===== src/rtl/ssd_to_binary_pkg.sv =====
// Shared constants, FSM state type and width helper for the seven-segment readback decoder.
// Segment patterns are logical (lit = 1), listed g..a from bit 6 down to bit 0.
package ssd_pkg;

    localparam logic [6:0] SEG_0     = 7'b0111111;
    localparam logic [6:0] SEG_1     = 7'b0000110;
    localparam logic [6:0] SEG_2     = 7'b1011011;
    localparam logic [6:0] SEG_3     = 7'b1001111;
    localparam logic [6:0] SEG_4     = 7'b1100110;
    localparam logic [6:0] SEG_5     = 7'b1101101;
    localparam logic [6:0] SEG_6     = 7'b1111101;
    localparam logic [6:0] SEG_7     = 7'b0000111;
    localparam logic [6:0] SEG_8     = 7'b1111111;
    localparam logic [6:0] SEG_9     = 7'b1101111;
    localparam logic [6:0] SEG_BLANK = 7'b0000000;

    typedef enum logic [1:0] {
        IDLE,
        ACCUM,
        DONE
    } state_t;

    function automatic int unsigned digits_width(input int unsigned n);
        return $clog2(10 ** n);
    endfunction

endpackage


===== src/rtl/ssd_to_binary_if.sv =====
// Valid/ready bus between a segment-pattern source/result consumer and the decoder.
interface ssd_to_binary_if
    import ssd_pkg::*;
#(
    parameter int unsigned DIGITS = 4
);
    localparam int unsigned W = digits_width(DIGITS);

    logic                        in_valid;
    logic                        in_ready;
    logic [DIGITS-1:0][6:0]      seg_in;
    logic                        out_valid;
    logic                        out_ready;
    logic [W-1:0]                binary_out;
    logic [DIGITS-1:0]           digit_err;
    logic                        out_error;

    modport master (
        output in_valid, seg_in, out_ready,
        input  in_ready, out_valid, binary_out, digit_err, out_error
    );

    modport slave (
        input  in_valid, seg_in, out_ready,
        output in_ready, out_valid, binary_out, digit_err, out_error
    );

endinterface


===== src/rtl/ssd_to_binary_decode.sv =====
// Combinational seven-segment pattern to decimal digit decoder with legality flag.
module seven_segment_decode
    import ssd_pkg::*;
#(
    parameter bit ACTIVE_LOW = 1'b1
) (
    input  logic [6:0] seg,
    output logic [3:0] digit,
    output logic       valid
);
    logic [6:0] logical;

    always_comb begin
        logical = ACTIVE_LOW ? ~seg : seg;
        digit   = '0;
        valid   = 1'b1;
        case (logical)
            SEG_0:     digit = 4'd0;
            SEG_1:     digit = 4'd1;
            SEG_2:     digit = 4'd2;
            SEG_3:     digit = 4'd3;
            SEG_4:     digit = 4'd4;
            SEG_5:     digit = 4'd5;
            SEG_6:     digit = 4'd6;
            SEG_7:     digit = 4'd7;
            SEG_8:     digit = 4'd8;
            SEG_9:     digit = 4'd9;
            SEG_BLANK: digit = 4'd0;
            default:   valid = 1'b0;
        endcase
    end

endmodule


===== src/rtl/ssd_to_binary.sv =====
// Reads back a captured bank of seven-segment patterns and accumulates them
// MSB-first into a binary value, one digit per clock.
module ssd_to_binary
    import ssd_pkg::*;
#(
    parameter int unsigned DIGITS     = 4,
    parameter bit          ACTIVE_LOW = 1'b1
) (
    input  logic           clk,
    input  logic           reset,
    ssd_to_binary_if.slave bus
);
    localparam int unsigned W  = digits_width(DIGITS);
    localparam int unsigned IW = (DIGITS > 1) ? $clog2(DIGITS) : 1;

    state_t                 state;
    logic [DIGITS-1:0][6:0] seg_q;
    logic [IW-1:0]          idx;
    logic [W-1:0]           acc;
    logic [DIGITS-1:0]      err;
    logic                   in_ready_q;
    logic                   out_valid_q;

    logic [3:0]             dig;
    logic                   dig_ok;
    logic [W-1:0]           mac;

    seven_segment_decode #(
        .ACTIVE_LOW(ACTIVE_LOW)
    ) u_decode (
        .seg   (seg_q[idx]),
        .digit (dig),
        .valid (dig_ok)
    );

    // acc*10 as shift-add; the result never exceeds 10**DIGITS-1 so W bits suffice.
    always_comb begin
        mac = (acc << 3) + (acc << 1) + W'(dig);
    end

    always_ff @(posedge clk) begin
        if (reset) begin
            state       <= IDLE;
            seg_q       <= '0;
            idx         <= '0;
            acc         <= '0;
            err         <= '0;
            in_ready_q  <= 1'b1;
            out_valid_q <= 1'b0;
        end else begin
            case (state)
                IDLE: begin
                    if (bus.in_valid) begin
                        seg_q      <= bus.seg_in;
                        acc        <= '0;
                        err        <= '0;
                        idx        <= IW'(DIGITS - 1);
                        in_ready_q <= 1'b0;
                        state      <= ACCUM;
                    end
                end
                ACCUM: begin
                    acc      <= mac;
                    err[idx] <= ~dig_ok;
                    idx      <= idx - 1'b1;
                    if (idx == '0) begin
                        out_valid_q <= 1'b1;
                        state       <= DONE;
                    end
                end
                DONE: begin
                    if (bus.out_ready) begin
                        out_valid_q <= 1'b0;
                        in_ready_q  <= 1'b1;
                        state       <= IDLE;
                    end
                end
                default: state <= IDLE;
            endcase
        end
    end

    assign bus.in_ready   = in_ready_q;
    assign bus.out_valid  = out_valid_q;
    assign bus.binary_out = acc;
    assign bus.digit_err  = err;
    assign bus.out_error  = |err;

endmodule


===== src/flat_wrapper.sv =====
// flat-port wrapper written by rule: the top's interface ports become plain ports
module ssd_to_binary_flat import ssd_pkg::*;
#(
    parameter int unsigned DIGITS     = 4,
    parameter bit          ACTIVE_LOW = 1'b1
)
  (clk, reset, bus_in_valid, bus_seg_in, bus_out_ready, bus_in_ready, bus_out_valid, bus_binary_out, bus_digit_err, bus_out_error);
  ssd_to_binary_if #(.DIGITS(DIGITS)) bus_i ();
  input  logic clk;
  input  logic reset;
  input wire logic [$bits(bus_i.in_valid)-1:0] bus_in_valid;
  input wire logic [$bits(bus_i.seg_in)-1:0] bus_seg_in;
  input wire logic [$bits(bus_i.out_ready)-1:0] bus_out_ready;
  output wire logic [$bits(bus_i.in_ready)-1:0] bus_in_ready;
  output wire logic [$bits(bus_i.out_valid)-1:0] bus_out_valid;
  output wire logic [$bits(bus_i.binary_out)-1:0] bus_binary_out;
  output wire logic [$bits(bus_i.digit_err)-1:0] bus_digit_err;
  output wire logic [$bits(bus_i.out_error)-1:0] bus_out_error;
  assign bus_i.in_valid = bus_in_valid;
  assign bus_i.seg_in = bus_seg_in;
  assign bus_i.out_ready = bus_out_ready;
  assign bus_in_ready = bus_i.in_ready;
  assign bus_out_valid = bus_i.out_valid;
  assign bus_binary_out = bus_i.binary_out;
  assign bus_digit_err = bus_i.digit_err;
  assign bus_out_error = bus_i.out_error;
  ssd_to_binary #(.DIGITS(DIGITS), .ACTIVE_LOW(ACTIVE_LOW)) u_core (.clk(clk), .reset(reset), .bus(bus_i));
endmodule

===== config.mk =====
export PLATFORM = sky130hd
export DESIGN_NAME = ssd_to_binary_flat
export DESIGN_NICKNAME = d
export VERILOG_FILES = /design/src/rtl/ssd_to_binary_pkg.sv /design/src/rtl/ssd_to_binary_if.sv /design/src/rtl/ssd_to_binary_decode.sv /design/src/rtl/ssd_to_binary.sv /design/src/flat_wrapper.sv
export SDC_FILE = /design/constraint.sdc
export NUM_CORES = 1
export LEC_CHECK = 0
export ABC_CLOCK_PERIOD_IN_PS = 5100
export CORE_MARGIN = 2
export CORE_UTILIZATION = 53
export DETAILED_ROUTE_END_ITERATION = 16
export MAX_ROUTING_LAYER = met4
export PLACE_DENSITY = 0.9
export SKIP_LAST_GASP = 1
export SLEW_MARGIN = 20
export SYNTH_ARGS = -nofsm -noshare
export SYNTH_HDL_FRONTEND = slang
export SYNTH_HIERARCHICAL = 1
export SYNTH_SLANG_ARGS = --single-unit

===== constraint.sdc =====
create_clock -name clk -period 5.1 [get_ports clk]
set_input_delay 1.275 -clock clk [delete_from_list [all_inputs] [get_ports clk]]
set_output_delay 1.275 -clock clk [all_outputs]
set_load 0.05 [all_outputs]

======== Word-level counts from Yosys, hierarchy flattened ========
Index checks and enable logic that the tools add are counted.
cells by class
  add/sub/neg operators ................... 3
  order comparisons ....................... 2
  equality and inequality tests ........... 15
  mux-type cells .......................... 23
  bitwise operators ....................... 2
  reductions and logical operators ........ 14
operator list
  cell                                                  number
  equality test 7 bit (second input constant)           7
  case mux 4 bit (9 select lines)                       1
  case mux 14 bit (2 select lines)                      1
  adder 14 bit                                          1
  adder 14 x 4 -> 14 bit                                1
  binary-select mux 7 bit (select 2 bit)                1
  equality test 7 x 3 -> 1 bit (second input constant)  2
  two-way mux 14 bit                                    1
  OR reduction 11 bit                                   1
  AND reduction 3 bit                                   3
  two-way mux 2 bit                                     4
  case mux 4 bit (2 select lines)                       1
  equality test 7 x 6 -> 1 bit (second input constant)  1
  zero test 7 bit                                       1
  two-way mux 7 bit                                     1
  NOT 7 bit                                             1
  two-way mux 1 bit                                     6
  case mux 2 bit (3 select lines)                       1
  nonzero test 2 bit                                    3
  bitwise mux 4 bit                                     1
  zero test 2 bit                                       2
  two-way mux 4 bit                                     1
  inequality test 2 bit (second input constant)         2
  case mux 1 bit (2 select lines)                       2
  12 further kinds                                      13
storage, ports and cells
  flip-flop bits (word level) ............. 52
  bits of input ports ..................... 32
  output and inout port bits .............. 21
  word-level logic and storage cells ...... 69

======== Depth between registers and ports, before layout ========
  depth after elaboration ................. 9
  depth in mapped cells ................... 16
  mapped depth without buffers ............ 14

======== By module ========
The synthesis kept the hierarchy.
by module, submodules not included
  module                times used  cells an instance  area each (sq um)  seq. area each (sq um)
  ssd_to_binary         1           321                2733.9             1041.0
  seven_segment_decode  1           30                 182.7              0.0

======== Worst setup path after synthesis ========
Ideal clock, no wire load.
  kind .................................... register to register
  from .................................... register u_core.idx[0]
  to ...................................... register u_core.acc[13] (netlist: u_core/bus.binary_out[13])
  arrival ................................. 3.658 ns
  slack ................................... 1.325 ns
  cell stages (with the launch flop) ...... 15
  buffers on the path ..................... 1
  clock period less this slack ............ 3.775 ns
  path through ............................ dfxtp_1 clkbuf_1 mux4_2 nor3_1 nand2_1 nor2_1 inv_1 fa_1 inv_1 ha_1 a21o_1 nand4_1 a21oi_2 or3_1 a32o_1
on the way
  longest elaborated chain between the ends .. 7
RTL lines
  item                                                                 line                        RTL
  from (decl)                                                          ssd_to_binary.sv:18         logic [IW-1:0] idx;
  from (signal assigned)                                               ssd_to_binary.sv:57         idx <= IW'(DIGITS - 1);
  from (signal assigned)                                               ssd_to_binary.sv:65         idx <= idx - 1'b1;
  binary-select mux 7 bit (select 2 bit) (*)                           ssd_to_binary.sv:31         .seg (seg_q[idx]),
  two-way mux 7 bit (not written as such) (*)                          ssd_to_binary.sv:31
  NOT 7 bit (*)                                                        ssd_to_binary_decode.sv:14  logical = ACTIVE_LOW ? ~seg : seg;
  equality test 7 bit or equality test 7 x 3 -> 1 bit (tied branches)  ssd_to_binary_decode.sv:17  case (logical)
  case mux 4 bit (9 select lines) (*)                                  ssd_to_binary_decode.sv:17
  named net u_core.dig[3]                                              ssd_to_binary.sv:24         logic [3:0] dig;
  adder 14 x 4 -> 14 bit (*)                                           ssd_to_binary.sv:38         mac = (acc << 3) + (acc << 1) + W'(dig);
  case mux 14 bit (2 select lines) (*)                                 ssd_to_binary.sv:51         case (state)
  to (signal assigned)                                                 ssd_to_binary.sv:63         acc <= mac;
  to (decl)                                                            ssd_to_binary.sv:19         logic [W-1:0] acc;
Mark *: on every way through the listed nets, which the timed path passes. The rest lies on a longest branch. The select of a mux whose other input is x is not followed.
A chain may end at the register's enable or synchronous reset.

======== Final worst setup path ========
  from .................................... register u_core.idx[0]
  to ...................................... register u_core.acc[12] (netlist: u_core/bus.binary_out[12])
Same word-level chain as after synthesis.

==> summary.txt <==
Power and ir drop
  • Static Leak: between 0.001 and 0.0015 uW
  • Peak supply drop: approximately 230 uV
  • Overall Power: 921 uW
  • PwrDens: 258 mW/mm^2

Placement
  • Input/output buffers: 52
  • Routability cong.: 0.898
  • DP HPWL: slightly below 5 mm

Yosys
  • Unique masters post-synth: 46
  • Post-synthesis mux area share: 0.0541
  • Synth Area in Adders: 0.125
  • Ys Warns: 6
  • Largest family of logic cells by synthesized area: simple AND/OR/NAND/NOR gates
  • Flops & latches, synth: between 50 and 60
  • Post-Synth XOR/XNOR Area: 0.0120
  • Seq/Total Area, Yosys: 0.357
  • Synthesized cell area: 0.00292 sq mm
  • Post-Syn Area per Cell: 8.31 sq um
  • Synthesized Nets: a little over 400
  • Mapped Cells: 351
  • Synth Area in Compound Gates: 0.200
  • Simple-Gate Fraction of Synth Area: 0.208

Routing
  • Initial DRC count: 94
  • First-pass iteration count of the detailed router: 5
  • Vias per Instance: ~5.6
  • Routed vias: 2638
  • ANT nets after route: 0
  • DRC: 0
  • Avg WL per Cell: 13.8 microns
  • WL final: 6.44 mm

Die
  • Initial core utilization: 0.540
  • Die Y: 78.2 microns
  • FP Rows: 27
  • Die ar.: 0.00611 sq mm
  • Io pins: 53
  • Die W: 78.2 microns
  • Core region area: 0.00541 sq mm

Min path
  • Hold Path Class: reg2reg
  • Hold path cells: 2

Timing
  • Max Clock Skew: 0.00888 ns
  • Final Hold Vio Count: 0
  • Final setup violating endpoints: 0
  • Fmax achieved: ~0.25 GHz
  • RSZ-0062 raised after global routing: false
  • Crit share post-route: 0.782
  • Final Max Slew Viols: 0
  • Slew headroom: 0.345
  • Setup Total Neg Slack: 0 ns
  • Minimum clock period: 3.99 ns
  • Slew @ Worst Pin: 0.980 ns
  • WHS: 0.459 ns

Global route
  • First-pass GRT wire length: 10.8 mm
  • Initial antenna violation count: 0
  • Gr ovfl total: 0
  • GR Util All Layers: 0.223
  • Number of global-route vias before repair: about 2.5k
  • Largest net degree at the start of global routing: 51

Finish
  • Syn-to-layout area delta: 22.2%
  • Number of fillers in the final layout: around 450
  • Multi-input gate area: about 0.0018 sq mm
  • Register Area: 0.00104 sq mm
  • Ant diodes: 0
  • Final core occ: 0.659
  • Layout cells sized above 1: 0.0606
  • Final #Nets: 455

Clocking
  • CTS tree: yes
  • Cts repair resizes: 0
  • Worst-path clk slew: 0.09 ns
  • Clock Tree Root: clkbuf_8
  • Clk_lat worst skew: 0.31 ns
  • CTS Buf Count: 5
  • Hold_buf cts: 0
  • Sink Count: 52
  • H-tree levels: 2
  • Post-CTS setup buffer count: 0
  • CTS max path bufs: 2

Setup path
  • Critical Path End Type: register
  • Critical path data arrival time: 4.20 ns
  • Worst EP required: 5.31 ns
  • Critical path type: reg2reg
  • Crit path max fanout: 12
  • Worst setup SP type: register
  • FF-to-FF path depth: 12

Outcome
  • Status: completed

Run
  • Max Cap Viol: 0
registers in the layout (all words and copies together), names as in the netlist:
register	flops
u_core/idx	2
u_core/bus.digit_err	4
u_core/bus.binary_out	14
u_core/bus.out_valid	1
u_core/seg_q	28
u_core/state	2
u_core/bus.in_ready	1
Yosys cell counts, drive strengths merged:
library cell  count  share of area
nor3b             1         0.0043
nand3             7          0.012
a21o              6          0.016
nor2             36          0.046
o21ba             1         0.0034
nand2            71          0.091
o21ai             8          0.014
a311oi            1         0.0030
o21a              1         0.0026
mux4              7          0.054
nor3              3         0.0069
dfxtp            52           0.36
inv              14          0.018
a21boi            1         0.0026
o2111ai           2         0.0060
buf               6          0.011
nand4             4         0.0086
a31oi             4         0.0086
a32oi             3         0.0090
nor2b             4         0.0086
and3              1         0.0021
or4               1         0.0026
a211oi            1         0.0026
nand2b            4         0.0086
a32o              5          0.017
and2              1         0.0021
xnor2             4          0.012
a22oi             4          0.010
a2111oi           2         0.0082
clkbuf           11          0.014
fa                2          0.014
or3               6          0.013
ha               26           0.11
o211ai            4          0.010
a21oi            43          0.079
or2               1         0.0021
o21bai            2         0.0051
a221oi            1         0.0030
metrics by stage:
step / cells / setup slack [ns] / instance area, sq um
3_5_place_dp: 460 / 1.09 / 3470
6_report: 468 / 1.11 / 3560
3_3_place_gp: 460 / 1.28 / 3470
4_1_cts: 468 / 1.15 / 3560
5_1_grt: 468 / 0.873 / 3560
2_1_floorplan: 351 / 1.33 / 2920
cells by family after synthesis:
family / after synthesis
and+or+nand+nor: 140
adders and majority gates: 28
xor gates and xnor gates: 4
buffers and inverters: 31
DFF: 52
AOI/OAI and AO/OA: 89
muxes: 7
per-layer routing:
layer  wire length (microns)  share of wire  track usage  vias up
met2                    3260           0.51        0.381       87
met3                     331          0.051       0.0379        7
met4                      65          0.010       0.0754        0
met5                       0              0            -        -
met1                    2780           0.43        0.269     1221
li1                        -              -            -     1323
path summary, 6_finish.rpt:
kind                                      start                         to  slack [ns]
worst max-delay path              u_core/idx[0]  u_core/bus.binary_out[12]        1.11
worst min-delay path            u_core/seg_q[3]            u_core/seg_q[3]        0.46
worst max register to register    u_core/idx[0]  u_core/bus.binary_out[12]        1.11
worst min register to register  u_core/seg_q[3]            u_core/seg_q[3]        0.46
worst max-delay path, cell delays in order, from the launching register on:
cell and delay, ns:
dfxtp_1 0.69, mux4_2 0.67, nor3_1 0.30, nand2_1 0.11, nor2_1 0.10, inv_1 0.05
fa_1 0.49, fa_1 0.46, nand2b_1 0.19, a21oi_1 0.23, o211ai_1 0.16, a21o_1 0.20
a32o_1 0.24
cell type report:
class,instances,area share
Inverter,14,0.0147
Clock buffer,7,0.0242
Timing Repair Buffer,54,0.150
Multi-Input combinational cell,268,0.491
Sequential cell,52,0.292
Clock inverter,1,0.00211
Tap cell,72,0.0253
cells in the final DEF (no fill, tap or decap), types with 2 or more instances in the layout:
cell type	count
nand2_1	71
a21o_1	5
dfxtp_1	52
nor2_1	36
buf_4	2
o211ai_1	4
nor2b_1	4
inv_1	14
a32oi_1	3
clkbuf_8	6
mux4_2	7
or3_1	6
o2111ai_1	2
a32o_1	5
nand4_1	4
ha_1	26
xnor2_1	4
clkdlybuf4s50_1	52
fa_1	2
o21bai_1	2
o21ai_0	7
nor3_1	2
nand2b_1	4
a31oi_1	4
a21oi_1	41
nand3_1	7
a22oi_1	4
where the power goes:
group | total, uW | leakage, uW | switching [uW] | internal [uW]
combinational | 223 | 0.000983 | 128 | 94.8
sequential | 454 | 0.000425 | 23.8 | 430
clock | 244 | 0.0000445 | 133 | 110
total | 921 | 0.00145 | 285 | 635
Note: power is estimated with default switching activity, not from simulation.
